$ cat config.mk
export PLATFORM = sky130hd
export DESIGN_NAME = board_port_arbiter
export DESIGN_NICKNAME = d
export VERILOG_FILES = /design/src/rtl/board_port_arbiter.sv
export SDC_FILE = /design/constraint.sdc
export NUM_CORES = 1
export LEC_CHECK = 0
export ABC_CLOCK_PERIOD_IN_PS = 2500
export CORE_MARGIN = 2
export CORE_UTILIZATION = 42
export DETAILED_ROUTE_END_ITERATION = 10
export HOLD_SLACK_MARGIN = 0.15
export PLACE_DENSITY = 0.87
export SLEW_MARGIN = 20
export SYNTH_ARGS = -nofsm -noshare
export SYNTH_HDL_FRONTEND = slang
export SYNTH_SLANG_ARGS = --single-unit
export TNS_END_PERCENT = 5
$ cat constraint.sdc
create_clock -name clk -period 2.5 [get_ports clk]
set_input_delay 0.625 -clock clk [delete_from_list [all_inputs] [get_ports clk]]
set_output_delay 0.625 -clock clk [all_outputs]
set_load 0.005 [all_outputs]
$ cat src/rtl/board_port_arbiter.sv
// Round-robin, burst-granular arbiter that shares the single board-memory port
// between the placer, line clearer and display reader engines.
module board_port_arbiter #(
    parameter int N_REQ        = 3,
    parameter int ROW_W        = 5,
    parameter int COL_W        = 5,
    parameter int DATA_W       = 3,
    parameter int BOARD_HEIGHT = 20,
    parameter int BOARD_WIDTH  = 10,
    parameter int NULL_CODE    = 0
) (
    input  logic                      clk,
    input  logic                      reset,
    input  logic [N_REQ-1:0]          req,
    input  logic [N_REQ*ROW_W-1:0]    rq_pos_i,
    input  logic [N_REQ*COL_W-1:0]    rq_pos_j,
    input  logic [N_REQ-1:0]          rq_read,
    input  logic [N_REQ*DATA_W-1:0]   rq_write_data,
    output logic [N_REQ-1:0]          gnt,
    output logic                      mem_en,
    output logic [ROW_W-1:0]          mem_pos_i,
    output logic [COL_W-1:0]          mem_pos_j,
    output logic                      mem_read,
    output logic [DATA_W-1:0]         mem_write_data,
    input  logic [DATA_W-1:0]         mem_rdata,
    output logic [DATA_W-1:0]         rdata,
    output logic [N_REQ-1:0]          rd_valid
);

    localparam int IDX_W = (N_REQ > 1) ? $clog2(N_REQ) : 1;
    localparam logic [DATA_W-1:0] NULL_W = DATA_W'(NULL_CODE);
    localparam logic [N_REQ-1:0]  ONE_HOT_0 = {{(N_REQ-1){1'b0}}, 1'b1};

    typedef enum logic [1:0] {
        ST_IDLE    = 2'd0,
        ST_GRANT   = 2'd1,
        ST_RELEASE = 2'd2
    } state_t;

    state_t              state_r;
    logic [IDX_W-1:0]    last_r;
    logic [IDX_W-1:0]    owner_r;
    logic [N_REQ-1:0]    rd_tag_r;

    logic [IDX_W-1:0]    winner_s;
    logic                owner_req_s;
    logic [ROW_W-1:0]    sel_pos_i_s;
    logic [COL_W-1:0]    sel_pos_j_s;
    logic                sel_read_s;
    logic [DATA_W-1:0]   sel_data_s;
    logic                in_range_s;
    logic                cmd_ok_s;

    // First requester strictly after the previous winner, wrapping around.
    function automatic logic [IDX_W-1:0] rr_pick(input logic [N_REQ-1:0] r,
                                                 input logic [IDX_W-1:0] last);
        logic [IDX_W-1:0] pick;
        logic             found;
        int               cand;
        pick  = last;
        found = 1'b0;
        for (int k = 1; k <= N_REQ; k++) begin
            cand = (int'(last) + k) % N_REQ;
            if (!found && r[cand]) begin
                found = 1'b1;
                pick  = IDX_W'(cand);
            end
        end
        return pick;
    endfunction

    // Owner's command fields and the board-bounds filter.
    always_comb begin
        winner_s    = rr_pick(req, last_r);
        owner_req_s = req[owner_r];
        sel_pos_i_s = rq_pos_i[owner_r*ROW_W +: ROW_W];
        sel_pos_j_s = rq_pos_j[owner_r*COL_W +: COL_W];
        sel_read_s  = rq_read[owner_r];
        sel_data_s  = rq_write_data[owner_r*DATA_W +: DATA_W];
        in_range_s  = ({1'b0, sel_pos_i_s} < (ROW_W+1)'(BOARD_HEIGHT)) &&
                      ({1'b0, sel_pos_j_s} < (COL_W+1)'(BOARD_WIDTH));
        if (state_r == ST_GRANT) begin
            cmd_ok_s = owner_req_s && in_range_s;
        end else begin
            cmd_ok_s = 1'b0;
        end
    end

    assign rdata = mem_rdata;

    // Ownership FSM, registered memory command and pipelined read-return tag.
    always_ff @(posedge clk or negedge reset) begin
        if (!reset) begin
            state_r        <= ST_IDLE;
            last_r         <= IDX_W'(N_REQ - 1);
            owner_r        <= '0;
            gnt            <= '0;
            mem_en         <= 1'b0;
            mem_pos_i      <= '0;
            mem_pos_j      <= '0;
            mem_read       <= 1'b0;
            mem_write_data <= NULL_W;
            rd_tag_r       <= '0;
            rd_valid       <= '0;
        end else begin
            rd_valid <= rd_tag_r;
            rd_tag_r <= (cmd_ok_s && sel_read_s) ? gnt : '0;
            case (state_r)
                ST_IDLE: begin
                    mem_en         <= 1'b0;
                    mem_read       <= 1'b0;
                    mem_write_data <= NULL_W;
                    if (|req) begin
                        gnt     <= ONE_HOT_0 << winner_s;
                        owner_r <= winner_s;
                        last_r  <= winner_s;
                        state_r <= ST_GRANT;
                    end else begin
                        gnt     <= '0;
                        state_r <= ST_IDLE;
                    end
                end
                ST_GRANT: begin
                    if (owner_req_s) begin
                        // Address is captured even when filtered out.
                        mem_en         <= in_range_s;
                        mem_pos_i      <= sel_pos_i_s;
                        mem_pos_j      <= sel_pos_j_s;
                        mem_read       <= sel_read_s;
                        mem_write_data <= (in_range_s && !sel_read_s) ? sel_data_s : NULL_W;
                        state_r        <= ST_GRANT;
                    end else begin
                        gnt            <= '0;
                        mem_en         <= 1'b0;
                        mem_read       <= 1'b0;
                        mem_write_data <= NULL_W;
                        state_r        <= ST_RELEASE;
                    end
                end
                ST_RELEASE: begin
                    gnt            <= '0;
                    mem_en         <= 1'b0;
                    mem_read       <= 1'b0;
                    mem_write_data <= NULL_W;
                    state_r        <= ST_IDLE;
                end
                default: begin
                    gnt            <= '0;
                    mem_en         <= 1'b0;
                    mem_read       <= 1'b0;
                    mem_write_data <= NULL_W;
                    state_r        <= ST_IDLE;
                end
            endcase
        end
    end

endmodule
======== Word-level counts from Yosys, hierarchy flattened ========
Index checks and enable logic that the tools add are counted.
operators by class
  $mul .................................... 2
  muxes and demuxes ....................... 33
  equal/unequal tests ..................... 2
  shifts and indexed selects .............. 4
  order comparisons ....................... 6
  divide/modulo/power cells ............... 3
  add/subtract/negate cells ............... 3
  reduce and logical (&&, ||, !) cells .... 13
operators with widths
  kind                                                                            count
  32-bit by 4-bit less-than comparator with 1-bit output (second input constant)  3
  32-bit by 3-bit modulo with 32-bit output (second input constant)               3
  15-bit by 6-bit variable part select with 5-bit output                          2
  3-bit 2-to-1 mux                                                                6
  1-bit 2-to-1 mux                                                                16
  1-bit binary-select mux with 2-bit select                                       5
  9-bit by 5-bit variable part select with 3-bit output                           1
  2-bit 2-to-1 mux                                                                4
  2-bit by 2-bit adder with 3-bit output (second input constant)                  2
  1-bit logical AND                                                               6
  3-bit one-hot mux with 2 select lines                                           1
  5-bit by 4-bit less-than comparator with 1-bit output (second input constant)   1
  5-bit less-than comparator (second input constant)                              1
  2-bit by 3-bit multiplier with 5-bit output (second input constant)             1
  2-bit by 2-bit multiplier with 4-bit output (second input constant)             1
  2-bit one-hot mux with 2 select lines                                           1
  2-bit AND reduction                                                             2
  2-bit by 1-bit adder with 3-bit output (second input constant)                  1
  1-bit logical NOT                                                               3
  2-bit by 3-bit less-than comparator with 1-bit output (second input constant)   1
  3-bit OR reduction                                                              1
  1-bit by 2-bit << shifter with 3-bit output (first input constant)              1
  2-bit by 1-bit equality test with 1-bit output (second input constant)          1
  2-bit logical NOT                                                               1
  2-bit inequality test (second input constant)                                   1
storage, ports and cells
  output and inout bits ................... 24
  register bits after elaboration ......... 30

======== Logic depth before layout (Yosys ltp) ========
  depth in word-level cells ............... 15
  depth in mapped cells ................... 9
  depth with buffers taken out ............ 7

======== Worst setup path after synthesis ========
Ideal clock, no wire load.
  path kind ............................... reg-to-reg
  start point ............................. register last_r[0]
  end point ............................... register gnt[0]
  cell stages (with the launch flop) ...... 10
  path slack .............................. 0.378 ns
  arrival time ............................ 2.001 ns
  path buffers ............................ 2
  path through ............................ dfrtp_1 -> buf_6 -> buf_2 -> inv_1 -> ha_1 -> nor2b_1 -> o21ai_1 -> o2111ai_1 -> a21bo_1 -> a22o_1
on the way
  longest elaborated chain between the ends .. 15
ends and longest elaborated chain
  item                                                  line  source
  start: declaration                                    41    logic [IDX_W-1:0] last_r;
  start signal: assignment                              95    last_r <= IDX_W'(N_REQ - 1);
  start signal: assignment                              116   last_r <= winner_s;
  2-bit by 1-bit adder with 3-bit output                63    cand = (int'(last) + k) % N_REQ;
  32-bit by 3-bit modulo with 32-bit output             63
  1-bit binary-select mux with 2-bit select             64    if (!found && r[cand]) begin
  1-bit 2-to-1 mux (implied by the code) (2 in series)  64
  1-bit 2-to-1 mux                                      64
  1-bit logical NOT                                     64
  1-bit logical AND                                     64
  1-bit 2-to-1 mux                                      64
  1-bit logical NOT                                     64
  1-bit logical AND                                     64
  2-bit 2-to-1 mux *                                    64
  1-bit by 2-bit << shifter with 3-bit output *         114   gnt <= ONE_HOT_0 << winner_s;
  3-bit 2-to-1 mux *                                    113   if (|req) begin
  3-bit one-hot mux with 2 select lines *               108   case (state_r)
  end signal: assignment                                114
  end: declaration                                      19    output logic [N_REQ-1:0] gnt,
Mark *: on every way between the ends. The rest lies on a longest branch, timed or not. The select of a mux whose other input is x is not followed.
A chain may end at the register's enable or synchronous reset.

======== Final worst setup path ========
Same ends and word-level chain as after synthesis.

==> flow_metrics.env <==
export IMPL_status="complete, no violations"
export IMPL_cts_tree="built"
export IMPL_start_util=0.449
export IMPL_fmax_mhz=462
export IMPL_dr_pass1_iters=4
export IMPL_p_sw_mw=0.889
export IMPL_ys_warnings_count=0
export IMPL_core_area_um2=3740
export IMPL_powerDensity_nw_per_um2=988
export IMPL_final_layout_size_suffix_gt1_frac=0.122
export IMPL_post_synth_top_area_fraction=0.417
export IMPL_hold_violations=0
export IMPL_total_leakage_power_nw=1.03
export IMPL_pin_count=74
export IMPL_cts_root_buffer="clkbuf_8"
export IMPL_switching_share=0.374
export IMPL_period_minus_slack_ns=2.17
export IMPL_ctsResizeCount=0
export IMPL_synth_edf_count=0
export IMPL_synth_seq_cells=29
export IMPL_rows=22
export IMPL_cts_clk_slew_worst_paths_ns=0.06
export IMPL_grt_start_max_net_pins=30
export IMPL_dieWidth_um=67.2
export IMPL_synthTopCellsByCount="dfrtp_1, mux2i_1, nand2_1, nor2_1"
export IMPL_yosysMostFrequentCell="dfrtp_1"
export IMPL_cts_buffer_depth=2
export IMPL_utilization=0.643
export IMPL_grt_pass1_vias=1332
export IMPL_ant_nets=0
export IMPL_via_count=1383
export IMPL_synth_area_leaders="dfrtp_1, mux2i_1, buf_6"
export IMPL_worstSetupPathType="reg2reg"
export IMPL_worstMarginPinSlew_ns=0.491
export IMPL_die_height_um=67.2
export IMPL_viasPerCell=5.12
export IMPL_pre_cts_ws_ns=0.178
export IMPL_finalCritPeriodShare=0.867
export IMPL_synth_top_cell_by_area="dfrtp_1"
export IMPL_cp_buffers_inverters=1
export IMPL_critPathArrivalTime_ns=2.33
export IMPL_synth_cell_area_um2=1680
export IMPL_p_int_mw=1.49
export IMPL_p_total_mw=2.38
export IMPL_rsz0062_at_grt="false"
export IMPL_drc_errors=0
export IMPL_worst_clock_skew_ns=0.00335
export IMPL_worst_path_max_delay_cell="dfrtp_1"
export IMPL_crit_family="compound AO/OA/AOI/OAI gates"
export IMPL_cts_sink_count=29
export IMPL_relSlewSlack=0.670
export IMPL_fin_nets=274
export IMPL_clock_power_share=0.153
export IMPL_worst_slack_ns=0.333
export IMPL_antenna_found_initial=0
export IMPL_cts_setup_buffers=0
export IMPL_hold_path_class="reg2reg"
export IMPL_grt_overflow_total=0
export IMPL_seq_area_frac_synth=0.433
export IMPL_slew_violations=0
export IMPL_fin_hold_ws_ns=0.348
export IMPL_clkLatencyLatePin_ns=0.28
export IMPL_die_area_um2=4520
export IMPL_crit_fanout=8
export IMPL_cap_violations=0
export IMPL_cts_buffers_inserted=5
export IMPL_postCtsHoldBufs=0
export IMPL_numPortBuffers=67
export IMPL_syn_area_per_cell_um2=10.8
export IMPL_initialDrtViolationCount=65
export IMPL_synthFlopType="dfrtp_1"
export IMPL_synthArstFlopShare=1.00
export IMPL_ys_types=41
export IMPL_wl_um=3900
export IMPL_gr_usage_all_layers=0.185
export IMPL_slowest_delay_ns=0.45
export IMPL_synth_fp_nets=209
export IMPL_cts_max_level=2
export IMPL_num_antenna_cells=0
export IMPL_setup_violations_final=0
export IMPL_power_frac_comb=0.542
export IMPL_path_cells="inv_1 > ha_1 > nor2b_1 > o21ai_1 > o2111ai_1 > a21bo_1 > a22o_1"
export IMPL_pwr_share_seq=0.305
export IMPL_final_setup_tns_ns=0
export IMPL_crit_path_end_kind="flip-flop"
export IMPL_cp_start_kind="flip-flop"
export IMPL_synthCells=156
export IMPL_syn2layout_area_growth_pct=43.4
export IMPL_grt_pass1_wl_um=6210
export IMPL_vdd_drop_max_mv=0.498
export IMPL_gp_congestion=0.745
export IMPL_wl_per_cell_um=14.4
export IMPL_hpwl_um=3060
export IMPL_cp_required_ns=2.66
registers in the layout, summed over array words and instances, names as in the netlist:
| signal | count |
|---|---|
| mem_write_data | 3 |
| mem_pos_j | 5 |
| last_r | 2 |
| mem_pos_i | 5 |
| owner_r | 1 |
| mem_en | 1 |
| gnt | 3 |
| rd_tag_r | 3 |
| rd_valid | 3 |
| state_r | 2 |
| mem_read | 1 |
through the flow:
stage / cells / area, µm²
finish: 270 / 2410
global route: 270 / 2410
CTS: 270 / 2410
detailed placement: 262 / 2320
global placement: 262 / 2320
floorplan: 156 / 1680
logic make-up after synthesis:
logic type / synth area share
adders and majority gates: 0.0224
and+or+nand+nor: 0.151
AOI/OAI and AO/OA: 0.166
muxes: 0.151
DFF: 0.433
buffers and inverters: 0.0767
power by group through the flow:
| stage | Clock, mW | Combinational [mW] | Sequential (mW) |
|---|---|---|---|
| after CTS | 0.375 | 1.30 | 0.728 |
| final | 0.364 | 1.29 | 0.725 |
| after floorplan | 0 | 0.926 | 0.707 |
| after detailed placement | 0 | 1.30 | 0.734 |
| after global routing | 0.392 | 1.42 | 0.745 |
| after global placement | 0 | 1.26 | 0.732 |
layout by cell type, fill, tap and decap left out, types with 3 or more instances in the layout:
cell type / count
nor2b_1: 6
nand2_1: 13
clkdlybuf4s50_1: 67
nor3_1: 4
ha_1: 3
buf_4: 3
dfrtp_1: 28
o21ai_1: 4
mux2i_1: 17
a21oi_1: 7
nor2_1: 13
o21ai_0: 4
clkbuf_8: 5
mux2_4: 4
inv_1: 5
o2bb2ai_1: 5
layer usage:
| metal | wire, µm | up-vias | share of wire | track usage |
|---|---|---|---|---|
| li1 | - | 682 | - | - |
| met1 | 1590 | 647 | 0.41 | 0.223 |
| met2 | 2010 | 49 | 0.51 | 0.319 |
| met3 | 259 | 5 | 0.066 | 0.0483 |
| met4 | 37 | 0 | 0.0095 | 0.0638 |
| met5 | 0 | - | 0 | 0 |
area by class of cell:
cell class / instances / area, µm²
Fill cell: 322 / 1340
Clock buffer: 5 / 68.8
Tap cell: 48 / 60.1
Timing Repair Buffer: 70 / 693
Clock inverter: 3 / 17.5
Inverter: 5 / 18.8
Sequential cell: 29 / 727
Multi-Input combinational cell: 110 / 823
path summary, 6_finish.rpt:
check / from / endpoint / slack, ns / cells after the start
max: last_r[0] / gnt[0] / 0.33 / 7
max in group asynchronous: reset / last_r[1] / 1.46 / 2
min: rd_tag_r[2] / rd_valid[2] / 0.35 / 0
min reg2reg: rd_tag_r[2] / rd_valid[2] / 0.35 / 0
min in group asynchronous: reset / mem_read / 0.74 / 2
max reg2reg: last_r[0] / gnt[0] / 0.33 / 7
No activity file was read; power rests on OpenSTA's default activity.
